===== config.mk =====
export PLATFORM = sky130hd
export DESIGN_NAME = pfu
export DESIGN_NICKNAME = d
export VERILOG_FILES = /design/src/rtl/pfu_pkg.sv /design/src/rtl/pfu_fifo.sv /design/src/rtl/pfu.sv
export SDC_FILE = /design/constraint.sdc
export NUM_CORES = 1
export LEC_CHECK = 0
export ABC_AREA = 0
export CAP_MARGIN = 20
export CORE_MARGIN = 5
export CORE_UTILIZATION = 55
export DETAILED_ROUTE_END_ITERATION = 12
export GPL_TIMING_DRIVEN = 0
export PLACE_DENSITY = 0.79
export SLEW_MARGIN = 20
export SYNTH_ARGS = -nofsm -noshare
export SYNTH_HDL_FRONTEND = slang
export SYNTH_SLANG_ARGS = --single-unit

===== constraint.sdc =====
create_clock -name clk_i -period 9.7 [get_ports clk_i]
set_input_delay 1.94 -clock clk_i [delete_from_list [all_inputs] [get_ports clk_i]]
set_output_delay 1.94 -clock clk_i [all_outputs]
set_load 0.02 [all_outputs]

===== src/rtl/pfu_pkg.sv =====
// pfu_pkg: types shared by the rv32i prefetch unit and its fetch buffer.
// The SOFID_* macros normally come from riscv_defs.v; the guarded fallbacks keep this slice self-contained.
`ifndef SOFID_RANGE
`define SOFID_RANGE 1:0
`endif
`ifndef SOFID_1ST
`define SOFID_1ST 2'b01
`endif
`ifndef SOFID_RUN
`define SOFID_RUN 2'b00
`endif

package pfu_pkg;

   typedef logic [`SOFID_RANGE] sofid_t;

   localparam sofid_t SOFID_FIRST = `SOFID_1ST;
   localparam sofid_t SOFID_NEXT  = `SOFID_RUN;

   typedef struct packed {
      logic [31:0] ins;
      logic [31:0] pc;
      logic        ferr;
      sofid_t      sofid;
   } fetch_entry_t;

endpackage


===== src/rtl/pfu_fifo.sv =====
// pfu_fifo: DEPTH-entry fetch buffer with synchronous flush, count and full/empty flags.
module pfu_fifo
   import pfu_pkg::*;
#(
   parameter int DEPTH = 4
) (
   input  logic                   clk_i,
   input  logic                   reset_i,
   input  logic                   en_i,
   input  logic                   flush_i,
   input  logic                   push_i,
   input  fetch_entry_t           din_i,
   input  logic                   pop_i,
   output fetch_entry_t           dout_o,
   output logic                   full_o,
   output logic                   empty_o,
   output logic [$clog2(DEPTH):0] count_o
);
   localparam int PTR_W = $clog2(DEPTH);
   localparam logic [PTR_W-1:0] PTR_ONE  = PTR_W'(1);
   localparam logic [PTR_W:0]   CNT_ONE  = (PTR_W + 1)'(1);
   localparam logic [PTR_W:0]   CNT_FULL = (PTR_W + 1)'(DEPTH);

   fetch_entry_t     mem_q [DEPTH];
   logic [PTR_W-1:0] wr_ptr_q, rd_ptr_q;
   logic [PTR_W:0]   count_q;
   logic             do_pop;

   assign do_pop  = pop_i & ~empty_o;
   assign empty_o = (count_q == '0);
   assign full_o  = (count_q == CNT_FULL);
   assign count_o = count_q;
   assign dout_o  = mem_q[rd_ptr_q];

   // NOTE: sequential state uses non-blocking assignments so every register samples pre-edge values.
   always_ff @(posedge clk_i) begin
      if (reset_i) begin
         wr_ptr_q <= '0;
         rd_ptr_q <= '0;
         count_q  <= '0;
      end else if (en_i) begin
         if (flush_i) begin
            wr_ptr_q <= '0;
            rd_ptr_q <= '0;
            count_q  <= '0;
         end else begin
            if (push_i) wr_ptr_q <= wr_ptr_q + PTR_ONE;
            if (do_pop) rd_ptr_q <= rd_ptr_q + PTR_ONE;
            case ({push_i, do_pop})
               2'b10:   count_q <= count_q + CNT_ONE;
               2'b01:   count_q <= count_q - CNT_ONE;
               default: count_q <= count_q;
            endcase
         end
      end
   end

   // NOTE: storage has no reset; entries are only read once the count says they were written.
   always_ff @(posedge clk_i) begin
      if (en_i && push_i && !flush_i) mem_q[wr_ptr_q] <= din_i;
   end

endmodule


===== src/rtl/pfu.sv =====
// pfu: rv32i prefetch unit; sequential fetches into a credit-limited buffer feeding the id stage.
// Define PFU_RSP_BYPASS_EN to forward a response straight to the id stage when the buffer is empty.
module pfu
   import pfu_pkg::*;
#(
   parameter int          DEPTH      = 4,
   parameter logic [31:0] RESET_ADDR = 32'h0000_0000
) (
   input  logic        clk_i,
   input  logic        reset_i,
   input  logic        clk_en_i,
   output logic        ids_dav_o,
   input  logic        ids_ack_i,
   output sofid_t      ids_sofid_o,
   output logic [31:0] ids_ins_o,
   output logic        ids_ferr_o,
   output logic [31:0] ids_pc_o,
   input  logic        exs_pc_wr_i,
   input  logic [31:0] exs_pc_din_i,
   output logic        ireqvalid_o,
   input  logic        ireqready_i,
   output logic [31:0] ireqaddr_o,
   input  logic        irspvalid_i,
   output logic        irspready_o,
   input  logic        irsprerr_i,
   input  logic [31:0] irspdata_i
);
   localparam int               CNT_W      = $clog2(DEPTH) + 1;
   localparam logic [CNT_W:0]   CREDIT_MAX = (CNT_W + 1)'(DEPTH);
   localparam logic [CNT_W-1:0] CNT_ONE    = CNT_W'(1);

   typedef enum logic {
      ST_RUN  = 1'b0,
      ST_HALT = 1'b1
   } state_e;

   state_e           state_q, state_d;
   logic [31:0]      fetch_addr_q, rsp_pc_q, vec_addr;
   logic [CNT_W-1:0] outstanding_q, outstanding_d, drop_q, fifo_count;
   logic             sof_pend_q, vector, req_fire, rsp_keep, bypass_avail;
   logic             fifo_push, fifo_pop, fifo_full, fifo_empty;
   fetch_entry_t     rsp_entry, fifo_head, head;

   assign vector      = exs_pc_wr_i;
   assign vec_addr    = exs_pc_din_i & 32'hFFFF_FFFC;
   assign ireqvalid_o = clk_en_i & ~reset_i & (state_q == ST_RUN) & ~vector &
                        (({1'b0, fifo_count} + {1'b0, outstanding_q}) < CREDIT_MAX);
   assign ireqaddr_o  = fetch_addr_q;
   assign req_fire    = ireqvalid_o & ireqready_i;
   assign irspready_o = 1'b1;

   // Responses issued before the last vector are dropped; rsp_pc_q tracks the next kept word's address.
   assign rsp_keep  = irspvalid_i & (drop_q == '0) & ~vector;
   assign rsp_entry = '{ins: irspdata_i, pc: rsp_pc_q, ferr: irsprerr_i,
                        sofid: sof_pend_q ? SOFID_FIRST : SOFID_NEXT};

`ifdef PFU_RSP_BYPASS_EN
   assign bypass_avail = rsp_keep & fifo_empty;
   assign head         = bypass_avail ? rsp_entry : fifo_head;
`else
   assign bypass_avail = 1'b0;
   assign head         = fifo_head;
`endif

   assign ids_dav_o   = ~reset_i & ~vector & (~fifo_empty | bypass_avail);
   assign ids_ins_o   = head.ins;
   assign ids_pc_o    = head.pc;
   assign ids_ferr_o  = head.ferr;
   assign ids_sofid_o = head.sofid;

   assign fifo_pop  = ids_dav_o & ids_ack_i & ~fifo_empty;
   assign fifo_push = rsp_keep & ~fifo_full & ~(bypass_avail & ids_ack_i);

   pfu_fifo #(.DEPTH(DEPTH)) u_fifo (
      .clk_i   (clk_i),
      .reset_i (reset_i),
      .en_i    (clk_en_i),
      .flush_i (vector),
      .push_i  (fifo_push),
      .din_i   (rsp_entry),
      .pop_i   (fifo_pop),
      .dout_o  (fifo_head),
      .full_o  (fifo_full),
      .empty_o (fifo_empty),
      .count_o (fifo_count)
   );

   // NOTE: every always_comb output gets a default first so no path leaves it unassigned (no latch).
   always_comb begin
      state_d       = state_q;
      outstanding_d = outstanding_q;
      if (vector)                      state_d = ST_RUN;
      else if (rsp_keep && irsprerr_i) state_d = ST_HALT;
      if (req_fire)    outstanding_d = outstanding_d + CNT_ONE;
      if (irspvalid_i) outstanding_d = outstanding_d - CNT_ONE;
   end

   always_ff @(posedge clk_i) begin
      if (reset_i)       state_q <= ST_RUN;
      else if (clk_en_i) state_q <= state_d;
   end

   always_ff @(posedge clk_i) begin
      if (reset_i) begin
         fetch_addr_q  <= RESET_ADDR;
         rsp_pc_q      <= RESET_ADDR;
         outstanding_q <= '0;
         drop_q        <= '0;
         sof_pend_q    <= 1'b1;
      end else if (clk_en_i) begin
         outstanding_q <= outstanding_d;
         if (vector) begin
            fetch_addr_q <= vec_addr;
            rsp_pc_q     <= vec_addr;
            drop_q       <= irspvalid_i ? outstanding_q - CNT_ONE : outstanding_q;
            sof_pend_q   <= 1'b1;
         end else begin
            if (req_fire) fetch_addr_q <= fetch_addr_q + 32'd4;
            if (irspvalid_i && drop_q != '0) drop_q <= drop_q - CNT_ONE;
            if (rsp_keep) begin
               rsp_pc_q   <= rsp_pc_q + 32'd4;
               sof_pend_q <= 1'b0;
            end
         end
      end
   end

endmodule


==> summary by stage, run 1 <==
Global routing
The largest net degree at the start of global routing is 41. The overall overflow remaining after global route is 0. The first global-routing pass estimated 55500 microns of wire.

The number of global-route vias before repair was 9926. Global routing used 24.4% of the available tracks across all layers. The number of antenna violations at the first check in global routing came to 0.

Place
Routability-driven placement finished with a final weighted congestion of 0.932. The placed wire-length estimate is 24000 microns. Buffers placed on the I/O ports in this run total 163.

Logic synthesis
The share of Yosys cell area claimed by the top area cell type is 53.7%. The most used flip-flop cell after synthesis is edfxtp_1. After synthesis, the most frequently instantiated cells are edfxtp_1 (256), nor2_1 (85), dfxtp_1 (77), mux4_2 (64), nand2_1 (46).

Summing every instance area after synthesis gives 14300 sq um. edfxtp_1 is the most common cell in the netlist. After synthesis, the mean cell area works out to 14.4 sq um. The count of flip-flops with a built-in enable after synthesis is 256.

By area the synthesized netlist is led by edfxtp_1 (54%), dfxtp_1 (11%), mux4_2 (10%), nor2_1 (2.2%), mux2i_1 (2.0%). After synthesis the netlist holds a flip-flop and latch count of 333. The basic-gate share of the synthesized area counting and, or, nand and nor cells is 10.3%. In the synthesized netlist the async set-or-reset flop fraction comes to 0%. The library cell occupying the most area in the post-synthesis netlist is edfxtp_1. After Yosys synthesis, full adders, half adders and majority gates account for 1.22% of the synthesized area. Multiplexer cells account for 12.3% of the synthesized area. The warning count from the yosys run is 0. The post-synthesis compound-gate area fraction is 8.48%. The number of distinct standard cells referenced by the synthesized netlist is 75.

After synthesis, the largest family of logic cells by area is multiplexers. The sequential share of the synthesized area is 64.5%. The synthesized instance count is 994. Of the total synthesized cell area, the portion taken by XOR and XNOR cells is 0.551%.

Job
The tool flagged a number of max-cap violations equal to 0.

Worst setup path
The cell with the largest stage delay on the worst path is clkdlybuf4s50_1. For this run, the slowest stage of the critical path takes 580 ps. The highest net fanout along the worst path is 10. The worst setup path is of the input port to output pin kind.

STA puts the critical path data required time at 7760 ps. Among the stages of the critical path, the cell type that occurs most often is clkdlybuf4s50_1. The worst setup path is captured at an output pin. Data on the critical path arrives at its endpoint at 4610 ps. Walking the worst path, the cells encountered are clkdlybuf4s50_1 > buf_2 > or2_1 > clkbuf_1 > buf_1 > nor2_1 > clkdlybuf4s50_1.

The startpoint kind of the worst setup timing path is an input port.

Timing
Setup repair after global routing left no endpoint under its margin. Headroom to the max-slew limit came out at 40.7%. The clock period could shrink to 6550 ps. Setup violations remaining at the end of the flow were counted as 0. Adding up every negative setup slack in the final design gives 0 ps.

For the pin with the worst max-slew slack, the measured transition is 883 ps. The maximum achievable frequency is 153 MHz. The final number of max-transition violations is 0. After layout, the worst path uses 67.5% of the clock period.

On the final layout, the worst clock skew is 11.9 ps. The number of endpoints with negative hold slack in the final report is 0.

Route
Once detail routing completed, the nets flagged for antenna violations numbered 0. Dividing the detail-routed via count by the number of cells gives 6.32. The total wire length after detailed routing is 36100 microns. The first TritonRoute pass finished after 5 iterations. For this block, the initial DRC count from the detailed router was 1014.

In the routed design, unresolved DRC markers number 0. The final routed wire length divided by cell count is 23.1 microns. For this block, the via count after detailed routing is 9879.

Floorplanning
The area of the die is 29400 sq um. The initialized floorplan defines 59 standard-cell rows. 174 I/O pins were placed.

The floorplan die height is 171 microns. The initial cell density of the core is 55.4%. The core region is 25800 sq um. Measured along the x axis, the die boundary spans 171 microns.

CTS
The deepest clock path buffer count is 3. Counting the buffers created by CTS gives 35. The insertion delay of the later-clocked pin in the worst-skew pair is 510 ps. The clock root buffer is clkbuf_16. The number of hold buffers added after CTS is 0. The number of sinks driven by the clock tree is 333. Once the clock tree was built, the setup fixing pass inserted 0 buffers. The clock transition at the register clock pins on the worst setup and hold paths after CTS is 50 ps. The TritonCTS clock tree is built. CTS built an H-tree with a depth of 2.

The count of instances resized after the clock tree is built is 0.

Outcome
The run finished with clean final reports.

Hold path
The tightest min-delay check is of the register to register type.

Layout
The antenna cell count is 0. The post-layout net count is 1288. The layout overhead on the synthesized area is 23.0%. The filler cell count is 1787. Once layout is complete, the utilization of the core stands at 68.2%.

The layout cell share with drive strength beyond 1 is 14.3%.

Power and ir drop
The leakage power summed over all cells is 5.84 nW. In this run the power density over the cells is 180 nW/um^2. The maximum ir drop on the vdd rail is 0.137 mV.
report_power, final:
group,total [mW],internal [mW],switching [mW],leakage (nW)
Sequential,1.61,1.57,0.0390,2.96
Combinational,0.255,0.112,0.143,2.33
Clock,1.31,0.772,0.534,0.548
state kept, by name (all words and copies together) (netlist names), named ones only:
register	count
u_fifo.mem_q	256
ireqaddr_o	30
rsp_pc_q	30
drop_q	3
outstanding_q	3
u_fifo.count_o	3
u_fifo.rd_ptr_q	2
u_fifo.wr_ptr_q	2
sof_pend_q	1
state_q	1
kinds of logic (layout without fill, tap and decap cells):
family | Yosys count | after routing
buffers and inverters | 85 | 314
and+or+nand+nor | 284 | 284
AOI/OAI and AO/OA | 172 | 172
adders and majority gates | 14 | 14
muxes | 95 | 95
other | 2 | 6
xor gates and xnor gates | 9 | 9
DFF | 333 | 333
layer usage:
metal  global-route usage, %  up-vias  share of wire [%]
met5                       0        -                  0
li1                        -     4364                  -
met4                    8.68        0                3.1
met1                    34.3     4820                 41
met3                    4.94       97                9.8
met2                    38.3      598                 46
worst max-delay path: cells and delay by family:
family	cells	cell delay [ps]
buffers and inverters	5	2330
and+or+nand+nor	2	340
cell usage in the layout, fill, tap and decap left out, drive strengths merged, types with 4 or more instances in the layout:
master	instances
clkinv	13
a31oi	7
nand4	23
nor2b	4
nand3	38
clkdlybuf4s50	163
and2	12
nand2	46
o41ai	4
a22oi	24
a2111oi	6
o21ai	21
nor4	15
a31o	4
a221oi	6
dfxtp	77
and4	7
or2	5
a211oi	10
nand3b	4
o221ai	6
buf	40
mux2i	29
o22ai	15
nor3	16
and3	13
inv	15
clkbuf	79
o211ai	6
xnor2	6
mux4	64
ha	14
nor2	86
conb	6
edfxtp	256
a21o	4
a21oi	34
final timing paths:
path	from	endpoint	slack [ps]	cells after the start
max	reset_i	ids_dav_o	3150	7
min reg2reg	drop_q[1]	drop_q[1]	510	2
min	drop_q[1]	drop_q[1]	510	2
max reg2reg	drop_q[0]	u_fifo.mem_q[0][61]	6890	6
cell type report:
cell class	instances	area, sq um	share of cell area (%)
Clock buffer	45	945	5.36
Tap cell	335	419	2.38
Timing Repair Buffer	167	1730	9.80
Inverter	15	56.3	0.320
Clock inverter	17	176	1.00
Sequential cell	333	9230	52.4
Multi-Input combinational cell	580	4740	26.9
Buffer	70	323	1.83
stage by stage:
stage | power [mW] | std cells | hold WS, ps | instance area [sq um] | setup slack, ps
finish | 3.17 | 1562 | 512 | 17600 | 3150
global route | 3.27 | 1562 | 527 | 17600 | 3120
CTS | 3.18 | 1562 | 514 | 17600 | 3230
detailed placement | 1.88 | 1500 | 507 | 16500 | 3240
global placement | 1.88 | 1496 | 488 | 16400 | 3170
floorplan | 1.76 | 998 | 455 | 14300 | 4480
No activity file was read; power rests on OpenSTA's default activity.
==> run 2: changes to the inputs <==
==> constraint.sdc (replaced) <==
create_clock -name clk_i -period 6.8 [get_ports clk_i]
set_input_delay 1.36 -clock clk_i [delete_from_list [all_inputs] [get_ports clk_i]]
set_output_delay 1.36 -clock clk_i [all_outputs]
set_load 0.02 [all_outputs]
==> results of run 2 <==
Same layout as run 1 (identical final DEF). Status: finished, final reports clean.
Main changes from that run: setup slack after placement 3240 ps -> 1500 ps; setup slack after layout 3150 ps -> 1410 ps; register-to-register setup slack 6890 ps -> 3990 ps; total power 3.17 mW -> 4.52 mW; worst IR drop on VDD 0.137 mV -> 0.195 mV
